==> src/rtl/rtc_sched_pkg.sv <==
// rtc_sched_pkg: shared definitions for the RTC access scheduler.
//   - FSM state encoding and operation-type encoding
//   - default READ_PERIOD / TIMEOUT_CYC values
//   - time/date field widths
//   - pick_op(): fixed-priority selection among pending requests
package rtc_sched_pkg;

  localparam int TIME_W          = 24;
  localparam int DATE_W          = 32;
  localparam int READ_PERIOD_DEF = 15_000_000;
  localparam int TIMEOUT_CYC_DEF = 1_000_000;

  typedef enum logic [1:0] {IDLE, WAIT_SET, WAIT_READ} state_t;
  typedef enum logic [1:0] {OP_TIME, OP_DATE, OP_READ} op_t;

  // Time beats date beats read. Only meaningful when something is pending;
  // with nothing set in pt/pd the caller must know a read is pending.
  function automatic op_t pick_op(input logic pt, input logic pd);
    if (pt) return OP_TIME;
    if (pd) return OP_DATE;
    return OP_READ;
  endfunction

endpackage

==> src/rtl/rtc_period_timer.sv <==
// rtc_period_timer: free-running period counter for periodic RTC reads.
// Ports:
//   clk, rstn : clock, asynchronous active-low reset
//   en        : count enable; counter is held at 0 while low
//   tc        : high in the cycle the counter sits at PERIOD-1 (while enabled)
module rtc_period_timer
  import rtc_sched_pkg::*;
#(
  parameter int PERIOD = READ_PERIOD_DEF
) (
  input  logic clk,
  input  logic rstn,
  input  logic en,
  output logic tc
);

  localparam int CW = (PERIOD > 1) ? $clog2(PERIOD) : 1;

  logic [CW-1:0] cnt_reg;

  assign tc = en && (cnt_reg == CW'(PERIOD - 1));

  always_ff @(posedge clk or negedge rstn) begin
    if (!rstn)        cnt_reg <= '0;
    else if (!en)     cnt_reg <= '0;
    else if (tc)      cnt_reg <= '0;
    else              cnt_reg <= cnt_reg + 1'b1;
  end

endmodule

==> src/rtl/rtc_access_sched.sv <==
// rtc_access_sched: serializes set-time, set-date and read requests onto the
// single command port of the PCF8563 I2C controller.
// Ports:
//   clk, rstn                        : clock, asynchronous active-low reset
//   set_time_req/time_in             : set-time request pulse + BCD time
//   set_date_req/date_in             : set-date request pulse + BCD date
//   read_en, read_now                : periodic read enable, forced read pulse
//   ctrl_set_time/ctrl_set_date/ctrl_read : one-cycle strobes to controller
//   ctrl_time, ctrl_date             : data words, held from strobe to next issue
//   ctrl_set_done, ctrl_read_done    : completion pulses from controller
//   busy                             : transaction outstanding
//   set_ack, read_ok, timeout_err    : one-cycle status pulses
//   err_cnt                          : saturating timeout count
// Build option: define RTC_SET_RETRY_EN to re-issue a timed-out set once.
module rtc_access_sched
  import rtc_sched_pkg::*;
#(
  parameter int READ_PERIOD = READ_PERIOD_DEF,
  parameter int TIMEOUT_CYC = TIMEOUT_CYC_DEF
) (
  input  logic              clk,
  input  logic              rstn,
  input  logic              set_time_req,
  input  logic [TIME_W-1:0] time_in,
  input  logic              set_date_req,
  input  logic [DATE_W-1:0] date_in,
  input  logic              read_en,
  input  logic              read_now,
  output logic              ctrl_set_time,
  output logic              ctrl_set_date,
  output logic              ctrl_read,
  output logic [TIME_W-1:0] ctrl_time,
  output logic [DATE_W-1:0] ctrl_date,
  input  logic              ctrl_set_done,
  input  logic              ctrl_read_done,
  output logic              busy,
  output logic              set_ack,
  output logic              read_ok,
  output logic              timeout_err,
  output logic [7:0]        err_cnt
);

  localparam int TW = $clog2(TIMEOUT_CYC);

  state_t            state_reg;
  logic              pend_t_reg, pend_d_reg, pend_r_reg;
  logic [TIME_W-1:0] time_buf_reg;
  logic [DATE_W-1:0] date_buf_reg;
  logic [TW-1:0]     tcnt_reg;
`ifdef RTC_SET_RETRY_EN
  op_t               op_reg;
  logic              retried_reg;
`endif

  logic period_tc;
  logic any_pend, issue, iss_t, iss_d, iss_r, done_hit, tmo;
  op_t  next_op;

  rtc_period_timer #(.PERIOD(READ_PERIOD)) u_period (
    .clk  (clk),
    .rstn (rstn),
    .en   (read_en),
    .tc   (period_tc)
  );

  assign any_pend = pend_t_reg | pend_d_reg | pend_r_reg;
  assign next_op  = pick_op(pend_t_reg, pend_d_reg);
  assign issue    = (state_reg == IDLE) && any_pend;
  assign iss_t    = issue && (next_op == OP_TIME);
  assign iss_d    = issue && (next_op == OP_DATE);
  assign iss_r    = issue && (next_op == OP_READ);
  // Only the done matching the outstanding type completes it.
  assign done_hit = ((state_reg == WAIT_SET)  && ctrl_set_done) ||
                    ((state_reg == WAIT_READ) && ctrl_read_done);
  assign tmo      = (state_reg != IDLE) && !done_hit &&
                    (tcnt_reg == TW'(TIMEOUT_CYC - 1));
  assign busy     = (state_reg != IDLE);

  // A request in the same cycle its type issues re-arms the flag, so it is
  // treated as a fresh pending entry rather than merged into the issued one.
  always_ff @(posedge clk or negedge rstn) begin
    if (!rstn) begin
      pend_t_reg   <= 1'b0;
      pend_d_reg   <= 1'b0;
      pend_r_reg   <= 1'b0;
      time_buf_reg <= '0;
      date_buf_reg <= '0;
    end else begin
      pend_t_reg <= set_time_req | (pend_t_reg & ~iss_t);
      pend_d_reg <= set_date_req | (pend_d_reg & ~iss_d);
      pend_r_reg <= read_now | period_tc | (pend_r_reg & ~iss_r);
      if (set_time_req) time_buf_reg <= time_in;
      if (set_date_req) date_buf_reg <= date_in;
    end
  end

  always_ff @(posedge clk or negedge rstn) begin
    if (!rstn) begin
      state_reg     <= IDLE;
      tcnt_reg      <= '0;
      ctrl_set_time <= 1'b0;
      ctrl_set_date <= 1'b0;
      ctrl_read     <= 1'b0;
      ctrl_time     <= '0;
      ctrl_date     <= '0;
      set_ack       <= 1'b0;
      read_ok       <= 1'b0;
      timeout_err   <= 1'b0;
      err_cnt       <= '0;
`ifdef RTC_SET_RETRY_EN
      op_reg        <= OP_TIME;
      retried_reg   <= 1'b0;
`endif
    end else begin
      ctrl_set_time <= 1'b0;
      ctrl_set_date <= 1'b0;
      ctrl_read     <= 1'b0;
      set_ack       <= 1'b0;
      read_ok       <= 1'b0;
      timeout_err   <= 1'b0;
      case (state_reg)
        IDLE: begin
          if (any_pend) begin
            tcnt_reg <= '0;
`ifdef RTC_SET_RETRY_EN
            op_reg      <= next_op;
            retried_reg <= 1'b0;
`endif
            case (next_op)
              OP_TIME: begin
                ctrl_set_time <= 1'b1;
                ctrl_time     <= time_buf_reg;
                state_reg     <= WAIT_SET;
              end
              OP_DATE: begin
                ctrl_set_date <= 1'b1;
                ctrl_date     <= date_buf_reg;
                state_reg     <= WAIT_SET;
              end
              default: begin
                ctrl_read <= 1'b1;
                state_reg <= WAIT_READ;
              end
            endcase
          end
        end
        WAIT_SET, WAIT_READ: begin
          if (done_hit) begin
            if (state_reg == WAIT_SET) set_ack <= 1'b1;
            else                       read_ok <= 1'b1;
            state_reg <= IDLE;
          end else if (tmo) begin
            timeout_err <= 1'b1;
            if (err_cnt != 8'hFF) err_cnt <= err_cnt + 8'd1;
`ifdef RTC_SET_RETRY_EN
            // One re-strobe of the same word, held in ctrl_time/ctrl_date.
            if ((state_reg == WAIT_SET) && !retried_reg) begin
              retried_reg   <= 1'b1;
              tcnt_reg      <= '0;
              ctrl_set_time <= (op_reg == OP_TIME);
              ctrl_set_date <= (op_reg == OP_DATE);
            end else begin
              state_reg <= IDLE;
            end
`else
            state_reg <= IDLE;
`endif
          end else begin
            tcnt_reg <= tcnt_reg + 1'b1;
          end
        end
        default: state_reg <= IDLE;
      endcase
    end
  end

endmodule

==> config.mk <==
export PLATFORM = sky130hd
export DESIGN_NAME = rtc_access_sched
export DESIGN_NICKNAME = d
export VERILOG_FILES = /design/src/rtl/rtc_sched_pkg.sv /design/src/rtl/rtc_period_timer.sv /design/src/rtl/rtc_access_sched.sv
export SDC_FILE = /design/constraint.sdc
export NUM_CORES = 1
export LEC_CHECK = 0
export CAP_MARGIN = 20
export CORE_MARGIN = 3
export CORE_UTILIZATION = 45
export CTS_CLUSTER_SIZE = 24
export DETAILED_ROUTE_END_ITERATION = 8
export DONT_BUFFER_PORTS = 1
export MAX_ROUTING_LAYER = met4
export PLACE_DENSITY = 0.61
export SLEW_MARGIN = 20
export SYNTH_ARGS = -nofsm -noshare
export SYNTH_HDL_FRONTEND = slang
export SYNTH_SLANG_ARGS = --single-unit
==> constraint.sdc <==
create_clock -name clk -period 3.1 [get_ports clk]
set_clock_uncertainty 0.15 [all_clocks]
set_input_delay 0.775 -clock clk [delete_from_list [all_inputs] [get_ports clk]]
set_output_delay 0.775 -clock clk [all_outputs]
set_load 0.005 [all_outputs]
==> results.cfg <==
[critical_path]
path_cells = inv_1 > ha_1 > nor2_1 > a211oi_4 > o21ai_2 > or4_1 > nand2_1
reg2reg_depth = 7
slowest_stage = ha_1
crit_type = flop to flop
r2r_end = tcnt_reg[4]$_DFFE_PN0P_
r2r_start = state_reg[0]$_DFFE_PN0P_
start_kind = flop
cpLargestDelayFamily = simple AND/OR/NAND/NOR gates
r2r_setup_slack_ns = 0.46
crit_required_ns = 3.31
critical_path_arrival_ns = 2.85
worstPathMaxFanout = 14
critPathMaxStageDelay_ns = 0.53
cp-end-kind = flop
cp_num_buf_inv = 1

[floorplanning]
pin_count = 135
die_h_um = 133
initial_utilization_pct = 46.9
core_um2 = 15500
row_count = 45
die_w_um = 133
fp.dieArea_um2 = 17700

[grt]
grt_use_met2_pct = 26.6
grt_pass1_vias = 4491
gr-max-usage-layer = met2
grt_max_degree = 176
grt_overflow_total = 0
grt_first_pass_wirelength_um = 23500
grt_usage_pct = 17.4
antenna_found_initial = 1
met3_usage_pct = 7.98
met1_usage_pct = 20.6

[outcome]
status = finished, violations left
violations = hold timing

[yosys]
seq_area_frac_synth_pct = 60.4
ys_types = 53
ys_top_cells_by_area = dfrtp_1, mux2_2, xor2_1
ys_ff_latch = 175
synth_area_um2 = 7260
synth.top_cell.area_share_pct = 60.4
synthFlopType = dfrtp_1
synth-async-reset-ratio_pct = 100
synth_edf_count = 0
avgSynthCellArea_um2 = 13.3
ys_warn_count = 0
syn_inst = 544
synth_nets = 614
synth_area_leader_cell = dfrtp_1

[timing]
min_period_over_period_pct = 85.0
slew_headroom_pct = 52.2
setup_tns_ns = 0
hold_viol = 175
rsz0062_at_grt = no
hold_ws_ns = -0.105
fmax_ghz = 0.379
worst_pin_slew_ns = 0.715
min_period_ns = 2.64
finalMaxSlewViolations = 0
finalSetupViolCount = 0

[route]
vias_per_cell = 5.44
drtIter0Drc = 309
ant_nets = 0
drt_wl_total_um = 14200
drc = 0
dr.pass1.iters = 4
vias = 4207
post_drt_wl_per_cell_um = 18.4

[layout]
final_cell_mix = dfrtp_1, mux2_2, nor2_1, nand2_1, xor2_1
fill_cells = 1339
layout_commonest_cell = dfrtp_1
syn2layout_area_growth_pct = 11.7
drive_above_1_share_pct = 27.8
fin_nets = 618

[placement]
port_buffers = 0
dp_hpwl_um = 9330
place_congestion = 0.856

[pwr]
p_leak_nw = 3.54
ir_worst_vdd_uv = 472
finalPower_mw = 6.86
powerDensity_nw_per_um2 = 847

[cts]
h-tree-depth = 4
cts_tree = yes
clkSinkCount = 175
numCtsBuffers = 17
cts_root_buffer = clkbuf_16
postCtsResizedCells = 0
clkTransAtPathRegs_ns = 0.07
clock_latency_ns = 0.43
clk_path_buf_depth = 2

[min_path]
min_path_type = primary input to async pin

[job]
maxCapViolCount = 0
worst max-delay path by stage:
stage	slack [ns]	depth (start not counted)	to	from
final	0.46	7	tcnt_reg[4]$_DFFE_PN0P_	state_reg[0]$_DFFE_PN0P_
after global routing	0.25	7	tcnt_reg[9]$_DFFE_PN0P_	state_reg[0]$_DFFE_PN0P_
after CTS	0.47	7	tcnt_reg[4]$_DFFE_PN0P_	state_reg[0]$_DFFE_PN0P_
after detailed placement	0.49	7	tcnt_reg[4]$_DFFE_PN0P_	state_reg[0]$_DFFE_PN0P_
after global placement	0.55	5	tcnt_reg[4]$_DFFE_PN0P_	ctrl_set_done
after floorplan	0.81	6	tcnt_reg[8]$_DFFE_PN0P_	ctrl_set_done
synth_stat cells, types with 3 or more instances:
master	instances
nand3_1	12
clkbuf_1	10
ha_1	6
a21oi_1	3
inv_1	11
o211ai_1	5
and2_1	3
nor3_1	9
xnor2_1	15
nor2_1	40
nand4_1	16
mux2_2	113
and3_1	17
buf_1	6
nand2_1	29
or4_1	3
nor4_1	4
nand2b_1	3
xor2_1	21
dfrtp_1	175
nand4b_1	3
metrics by stage:
step	cells	utilization, %	hold slack, ns	cell area (µm²)	setup WS, ns
final	773	52.3	-0.105	8110	0.465
after global routing	773	52.3	-0.128	8110	0.252
after CTS	772	52.3	-0.134	8100	0.469
after detailed placement	740	48.3	0.335	7470	0.492
after global placement	740	48.3	0.326	7470	0.551
after floorplan	544	-	0.305	7260	0.811
cells by family (layout without fill, tap and decap cells):
| group | count (synthesis) | in the layout | synth area share [%] |
|---|---|---|---|
| AOI/OAI and AO/OA | 30 | 30 | 3.45 |
| DFF | 175 | 175 | 60.4 |
| buffers and inverters | 29 | 46 | 1.53 |
| and+or+nand+nor | 153 | 153 | 11.5 |
| xor gates and xnor gates | 36 | 36 | 4.35 |
| other | 0 | 1 | 0 |
| adders and majority gates | 6 | 6 | 1.03 |
| muxes | 115 | 115 | 17.8 |
cell type report:
type                       count  area (µm²)  share of cell area (%)
multi-input combinational    340        2770                    34.1
clock inverter                13         188                    2.32
clock buffer                  19         443                    5.46
sequential                   175        4380                    54.0
timing repair buffer           3        22.5                   0.278
inverter                      11        41.3                   0.509
tap                          211         264                    3.26
antenna                        1        2.50                  0.0309
worst register-to-register path: cells and delay by family, from the launching register on:
kind            cells  cell delay [ns]
simple gates        3             0.74
compound gates      2             0.69
fa+ha+maj           1             0.53
flops               1             0.38
buf+inv             1             0.09
metal layers:
| layer | up-vias | wire, µm |
|---|---|---|
| met2 | 105 | 6870 |
| met1 | 2151 | 5970 |
| met3 | 14 | 1180 |
| li1 | 1937 | - |
| met4 | 0 | 159 |
| met5 | - | 0 |
power by group:
part           internal, mW  switching (mW)
sequential             2.80           0.419
clock                  1.33           0.959
combinational         0.706           0.646
total                  4.84            2.02
timing repair:
item | CTS | global route
setup endpoints to repair | 0 | 0
hold endpoints to repair | 175 | 175
buffers inserted | 0 | 0
Note: power is estimated with default switching activity, not from simulation.
